===== src/rtl/rf_dump_pkg.sv =====
// rf_dump_pkg -- shared types and default constants for the register-file dump block.
//   state_t      : dump FSM state encoding (IDLE, READ, SEND, DONE)
//   NREG_DEF     : default number of registers scanned per dump
//   AW_DEF       : default register address width
//   DW_DEF       : default register data width
package rf_dump_pkg;

    typedef enum logic [1:0] {
        IDLE = 2'd0,
        READ = 2'd1,
        SEND = 2'd2,
        DONE = 2'd3
    } state_t;

    localparam int unsigned NREG_DEF = 32;
    localparam int unsigned AW_DEF   = 5;
    localparam int unsigned DW_DEF   = 32;

endpackage


===== src/rtl/rf_dump.sv =====
// rf_dump -- walks a register file from index 0 to NREG-1 on request and
// streams each register value out over a valid/ready interface.
//
// Optional feature: define RF_DUMP_CHECKSUM_EN to keep a running XOR of every
// transferred word; otherwise checksum is tied to zero and no register exists.
//
// Ports:
//   clk        in   clock, all state on posedge
//   rstn       in   asynchronous active-low reset
//   start      in   dump request, sampled only while idle
//   busy       out  dump in progress (READ, SEND, DONE)
//   rf_addr    out  register-file read address (index counter)
//   rf_data    in   register-file read data, combinational from rf_addr
//   dump_valid out  stream word valid
//   dump_ready in   stream sink ready
//   dump_idx   out  register index of the current stream word
//   dump_data  out  register value of the current stream word
//   done       out  one-cycle pulse after the last word transfers
//   checksum   out  XOR of all words of the last dump (zero when disabled)
module rf_dump
    import rf_dump_pkg::*;
#(
    parameter int unsigned NREG = NREG_DEF,
    parameter int unsigned AW   = AW_DEF,
    parameter int unsigned DW   = DW_DEF
) (
    input  logic          clk,
    input  logic          rstn,
    input  logic          start,
    output logic          busy,
    output logic [AW-1:0] rf_addr,
    input  logic [DW-1:0] rf_data,
    output logic          dump_valid,
    input  logic          dump_ready,
    output logic [AW-1:0] dump_idx,
    output logic [DW-1:0] dump_data,
    output logic          done,
    output logic [DW-1:0] checksum
);

    state_t        r_state;
    state_t        w_next;
    logic [AW-1:0] r_idx;
    logic          r_valid;
    logic [AW-1:0] r_didx;
    logic [DW-1:0] r_data;

    logic          w_start_acc;
    logic          w_xfer;
    logic          w_last;

    // Start only counts when idle; a transfer only happens on a presented word.
    assign w_start_acc = (r_state == IDLE) && start;
    assign w_xfer      = (r_state == SEND) && r_valid && dump_ready;
    assign w_last      = (r_idx == AW'(NREG - 1));

    always_ff @(posedge clk or negedge rstn) begin
        if (!rstn) begin
            r_state <= IDLE;
        end else begin
            r_state <= w_next;
        end
    end

    always_comb begin
        w_next = r_state;
        busy   = 1'b1;
        done   = 1'b0;
        case (r_state)
            IDLE: begin
                busy = 1'b0;
                if (start) w_next = READ;
            end
            READ: w_next = SEND;
            SEND: begin
                if (w_xfer) w_next = w_last ? DONE : READ;
            end
            DONE: begin
                done   = 1'b1;
                w_next = IDLE;
            end
            default: w_next = IDLE;
        endcase
    end

    // Index counter: cleared on accepted start, advanced on each non-final transfer,
    // so it saturates at NREG-1 within a dump.
    always_ff @(posedge clk or negedge rstn) begin
        if (!rstn) begin
            r_idx <= '0;
        end else if (w_start_acc) begin
            r_idx <= '0;
        end else if (w_xfer && !w_last) begin
            r_idx <= r_idx + AW'(1);
        end
    end

    // Stream word registers: loaded in READ, held through SEND until accepted.
    always_ff @(posedge clk or negedge rstn) begin
        if (!rstn) begin
            r_valid <= 1'b0;
            r_didx  <= '0;
            r_data  <= '0;
        end else if (r_state == READ) begin
            r_valid <= 1'b1;
            r_didx  <= r_idx;
            r_data  <= rf_data;
        end else if (w_xfer) begin
            r_valid <= 1'b0;
        end
    end

`ifdef RF_DUMP_CHECKSUM_EN
    logic [DW-1:0] r_ck;

    always_ff @(posedge clk or negedge rstn) begin
        if (!rstn) begin
            r_ck <= '0;
        end else if (w_start_acc) begin
            r_ck <= '0;
        end else if (w_xfer) begin
            r_ck <= r_ck ^ r_data;
        end
    end

    assign checksum = r_ck;
`else
    assign checksum = '0;
`endif

    assign rf_addr    = r_idx;
    assign dump_valid = r_valid;
    assign dump_idx   = r_didx;
    assign dump_data  = r_data;

endmodule


===== config.mk =====
export PLATFORM = sky130hd
export DESIGN_NAME = rf_dump
export DESIGN_NICKNAME = d
export VERILOG_FILES = /design/src/rtl/rf_dump_pkg.sv /design/src/rtl/rf_dump.sv
export SDC_FILE = /design/constraint.sdc
export NUM_CORES = 1
export LEC_CHECK = 0
export CAP_MARGIN = 20
export CORE_AREA = 2 2 82 68
export DETAILED_ROUTE_END_ITERATION = 10
export DIE_AREA = 0 0 84 70
export PLACE_DENSITY_LB_ADDON = 0.25
export SLEW_MARGIN = 5
export SYNTH_ARGS = -nofsm -noshare
export SYNTH_HDL_FRONTEND = slang
export SYNTH_SLANG_ARGS = --single-unit

===== constraint.sdc =====
create_clock -name clk -period 4.7 [get_ports clk]
set_clock_uncertainty 0.15 [all_clocks]
set_input_delay 0.47 -clock clk [delete_from_list [all_inputs] [get_ports clk]]
set_output_delay 0.47 -clock clk [all_outputs]
set_load 0.01 [all_outputs]

### Word-level counts from Yosys, hierarchy flattened

Index checks and enable logic that the tools add are counted.

| storage, ports and cells | value |
|---|---|
| register bits | 45 |
| input port bits | 36 |
| output and inout bits | 77 |
| logic and storage cells | 31 |

| operators by class | value |
|---|---|
| $add $sub $neg | 1 |
| equality and inequality tests | 6 |
| mux-type cells | 10 |
| reductions and logical operators | 9 |

Operators with widths:

| operator | count |
|---|---|
| 5-bit two-way mux | 2 |
| 2-bit one-hot mux with 4 select lines | 1 |
| 2-bit two-way mux | 3 |
| 5-bit by 1-bit adder with 5-bit output, second input constant | 1 |
| 5-bit == test, second input constant | 1 |
| 2-bit == test, second input constant | 2 |
| 1-bit logical AND | 4 |
| 1-bit two-way mux | 4 |
| 2-bit != test, second input constant | 2 |
| 2-bit nonzero test | 2 |
| 2-bit by 1-bit == test with 1-bit output, second input constant | 1 |
| 2-bit logical NOT | 1 |
| 2-bit AND reduction | 1 |
| 1-bit logical NOT | 1 |

### Logic depth before layout (Yosys ltp)

| depth | value |
|---|---|
| depth after elaboration | 6 |
| depth in mapped cells | 6 |
| mapped depth without buffers | 6 |

### Least setup slack after synthesis

No wires, ideal clock.

| path | value |
|---|---|
| path type | register to register |
| start point | register r_idx[0], in the netlist rf_addr[0] |
| end point | register r_idx[3], in the netlist rf_addr[3] |
| setup time | 0.087 ns |
| arrival | 1.864 ns |
| data required time | 4.463 ns |
| slack | 2.599 ns |
| stages on the path, launching flop included | 7 |
| buffers on the path | 0 |
| period minus slack after synthesis | 2.101 ns |
| cell sequence | dfrtp_1 -> ha_1 -> and3_1 -> ha_1 -> nand3b_1 -> or4_1 -> a22oi_1 |

| between the ends | value |
|---|---|
| longest elaborated chain between the ends | 4 |
| elaborated cells between the ends (all ways) | 7 |
| classes of those cells | add/sub: 1; eq/ne: 1; mux: 2; reduce/logical: 3 |

RTL lines:

| what | line | RTL |
|---|---|---|
| start, declared | rf_dump.sv:43 | `logic [AW-1:0] r_idx;` |
| start signal, assigned | rf_dump.sv:94 | `r_idx <= r_idx + AW'(1);` |
| parallel branches: the longest is 4 deep, another holds 5-bit by 1-bit adder with 5-bit output | -- |  |

Several ways; the timed one is not identified. The select of a mux whose other input is x is not followed.
A chain may end at the register's enable or synchronous reset.

### Worst setup path in the final report

Ends and elaborated chain as after synthesis.

==> reports/results.txt <==
The run finished with clean final reports. In the routed layout, each cell is associated on average with a via count of 4.40. The finished cells cover 2880 um2.

The multi-input gate area in the final layout is 749 um2. The share of synthesized flip-flops with an asynchronous set or reset came out at 100%. For the arrival time of the worst setup path, the log shows 2240 ps. The area overhead of the layout relative to synthesis came out at 41.7%. The critical path ends at rf_addr[3]. Power spread over the standard cell area amounts to 566 nW/um2. After filler insertion, the fill cell instance count of the layout stands at 450. The run gives 0 as the quantity of gates resized following cts. The number of setup violations in the final report came out at 0. Counting flops and latches in the post-synthesis netlist gives 45. Routability-driven placement finished with a final weighted congestion of 0.732.

The total routed wirelength was 3660 um. The pre-CTS setup slack is 2540 ps, and the depth of the worst register-to-register path is 6. The number of instances in the synthesized netlist was 152; the deepest level of the CTS H-tree was 2. The startpoint identified for the worst register-to-register timing path is rf_addr[0].

Quantity of hold-fixing buffers added after cts: 0. In this run the worst path has a maximum fanout of 5. The DRC violation count after routing was 0; the count of nets after finishing was 273.

The clock reaches the later pin of the worst-skew pair after 290 ps. A synthesized cell averages 13.4 um2. For the distinct cell type count of the synthesized netlist, the log shows 27.

For the total number of vias, the log shows 1325. The leading area contributor after synthesis is sky130_fd_sc_hd__dfrtp_1. For the number of inserted diodes, the log shows 0. The completed layout was analyzed and its total power is 1.63 mW. Based on the critical path, the design can be clocked at up to 457 MHz. Counting flops with a built-in enable in the synthesized netlist gives 0. The endpoint identified for the worst register-to-register timing path is rf_addr[3]. The number of detailed-route iterations in the first pass is 3, and the ratio of final minimum period to clock period is 46.5%. The sequential cells in the finished layout cover a total of 1130 um2.

The mapped netlist covers 2030 um2. The first global-routing pass estimated 6310 um of wire. The core utilization of the finished layout is 55.4%, and the internal power of the cells is 1.11 mW.

The tools report the cell chosen for the clock root as sky130_fd_sc_hd__clkbuf_8. Counting instances in the post-synthesis netlist gives the leading cell types as 45 x sky130_fd_sc_hd__dfrtp_1, 35 x sky130_fd_sc_hd__buf_4, 33 x sky130_fd_sc_hd__mux2_1, 5 x sky130_fd_sc_hd__mux2_2, 4 x sky130_fd_sc_hd__nor2_1. By startpoint and endpoint, the worst setup path is classified as reg2reg. TritonCTS built the clock tree.

The routed wirelength normalized by instance count was 12.2 um; the number of nets with antenna violations after detailed routing was 0. Entering global routing, the biggest net connects 46 pins. The count of port buffers added during placement came out at 80.

Tracing the worst setup path back leads to its startpoint at rf_addr[0]. Of the total power, the share spent switching nets is 31.8%. At the pin with the least slew margin, the transition time is 1050 ps.

The total cell area at the placement stage was 2760 um2. The logs give 2510 ps for the final setup slack of the worst path and 0 for the number of synthesis warnings. The clock edge transition at the registers on the reported setup and hold paths was 80 ps; the placeable core area was 5190 um2.

Floorplan row count: 24. The die area came out at 5880 um2. For the clock buffer count from CTS, the log shows 5. Setup repair after global routing left no endpoint under its margin. Per report_power, the combinational group accounts for 45.8% of the total. The die width is 84 um.

For the DRC marker count from the first detailed-route iteration, the log shows 35. The number of endpoints with negative hold slack in the final report came out at 0. Fraction of post-synthesis cell area in the top cell type by area: 55.5%. The most used standard cell by instance count after synthesis is sky130_fd_sc_hd__dfrtp_1.

The number of global-route vias before repair is 1341. The total congestion overflow was 0. The worst path required time was 4760 ps; the setup TNS after final layout was 0 ps. In this run the deepest clock path goes through 2 buffers. The worst register-to-register path has a setup slack of 2510 ps. In this run the vertical extent of the chip is 70 um. The run gives 14.2% as the fraction of power consumed by the clock network. Max-cap violations in this run came to 0.

The tools report the reported leakage power as 1.28 nW. The min-delay analysis places its worst path in the category in2async. The most used flip-flop cell after synthesis is sky130_fd_sc_hd__dfrtp_1.

The post-detailed-placement half-perimeter wirelength is 2600 um. The shortest clock period the worst path allows after layout was 2190 ps. VDD sags by at most 0.259 mV. The effective utilization at floorplan came out at 39.1%. STA classifies the critical path startpoint as a flop. The net switching power was 0.519 mW.

The worst setup path is captured at a flop. The worst pin sits at a relative slew slack of 29.6%. The clock drives 45 sinks. For the total I/O pin count, the log shows 113. For the proportion of synthesized chip area in sequential cells, the log shows 55.5%. The initial antenna violation count was 0. The post-CTS setup buffer count is 0. The fraction of final layout cells sized beyond drive strength 1 is 6.78%, and the number of max-slew violations in the final report is 0. Sequential cells account for 40.0% of the total power. The tools report the overall fraction of global-route tracks in use as 13.3%. By area the synthesized netlist is led by sky130_fd_sc_hd__dfrtp_1 55%, sky130_fd_sc_hd__mux2_1 18%, sky130_fd_sc_hd__buf_4 13%.
## kinds of logic (layout without fill, tap and decap cells)
| kind of cell | after synthesis | count (layout) | synth area share [%] |
|---|---|---|---|
| flip-flops | 45 | 45 | 55.5 |
| other | 1 | 32 | 0.185 |
| AND/OR/NAND/NOR | 17 | 17 | 4.74 |
| buffers and inverters | 39 | 92 | 13.7 |
| multiplexers | 38 | 38 | 21.1 |
| adder cells (fa/ha/maj) | 2 | 2 | 1.23 |
| AO/OA/AOI/OAI | 10 | 10 | 3.57 |
## routing by layer
layer	wire length, um	GRT usage (%)	part of all wire [%]
met4	21	2.69	0.57
met1	1630	16.6	44
met3	336	6.03	9.2
met5	0	0	0
met2	1680	21.5	46
## registers in the layout, indices dropped and copies added (netlist names)
signal and cells:
dump_data 32, dump_idx 5, rf_addr 5, r_state 2, dump_valid 1
## worst min path at each step
stage | start | to | slack, ps | cells past startpoint
final | rstn | dump_data[29] | 2 | 1
after global routing | rstn | dump_data[29] | 30 | 1
after CTS | rstn | dump_data[20] | 230 | 1
after detailed placement | dump_idx[2] | dump_idx[2] | 320 | 1
after global placement | dump_data[7] | dump_data[7] | 320 | 1
after floorplan | rstn | dump_data[0] | 20 | 0
## metrics by stage
stage | hold slack (ps) | cells
4_1_cts | 227 | 300
2_1_floorplan | 24.4 | 183
6_report | 2.34 | 301
5_1_grt | 30.8 | 301
3_3_place_gp | 315 | 292
3_5_place_dp | 325 | 292
## critical path, stage by stage (launching register included)
cell	delay, ps
sky130_fd_sc_hd__dfrtp_1	420
sky130_fd_sc_hd__ha_1	240
sky130_fd_sc_hd__and3_1	180
sky130_fd_sc_hd__ha_1	200
sky130_fd_sc_hd__nand3b_1	220
sky130_fd_sc_hd__or4_1	530
sky130_fd_sc_hd__a22oi_1	160
## placed cells by master (no fill, tap or decap), types with 2 or more instances in the layout
cell type / netlist / routed
sky130_fd_sc_hd__a21oi_1: 2 / 2
sky130_fd_sc_hd__a22o_1: 2 / 2
sky130_fd_sc_hd__clkbuf_8: 0 / 5
sky130_fd_sc_hd__clkdlybuf4s50_1: 0 / 79
sky130_fd_sc_hd__clkinv_2: 0 / 2
sky130_fd_sc_hd__conb_1: 1 / 32
sky130_fd_sc_hd__dfrtp_1: 45 / 45
sky130_fd_sc_hd__ha_1: 2 / 2
sky130_fd_sc_hd__inv_1: 3 / 3
sky130_fd_sc_hd__mux2_1: 33 / 33
sky130_fd_sc_hd__mux2_2: 5 / 5
sky130_fd_sc_hd__nand2b_1: 2 / 2
sky130_fd_sc_hd__nand3_1: 2 / 2
sky130_fd_sc_hd__nor2_1: 4 / 4
## power by group through the flow
stage,registers [mW],logic (mW),clock network [mW]
after floorplan,0.726,0.293,0
after global placement,0.652,0.756,0
after detailed placement,0.660,0.755,0
after CTS,0.654,0.760,0.245
after global routing,0.680,0.808,0.259
final,0.652,0.746,0.231
## final cells by class
type	instances	area share (%)
flip-flops and latches	45	39.1
repair buffers	81	28.6
multi-input cells	99	26.0
well taps	65	2.83
clock buffers	5	2.39
clock inverters	3	0.609
inverters	3	0.391
Note: power is estimated with default switching activity, not from simulation.
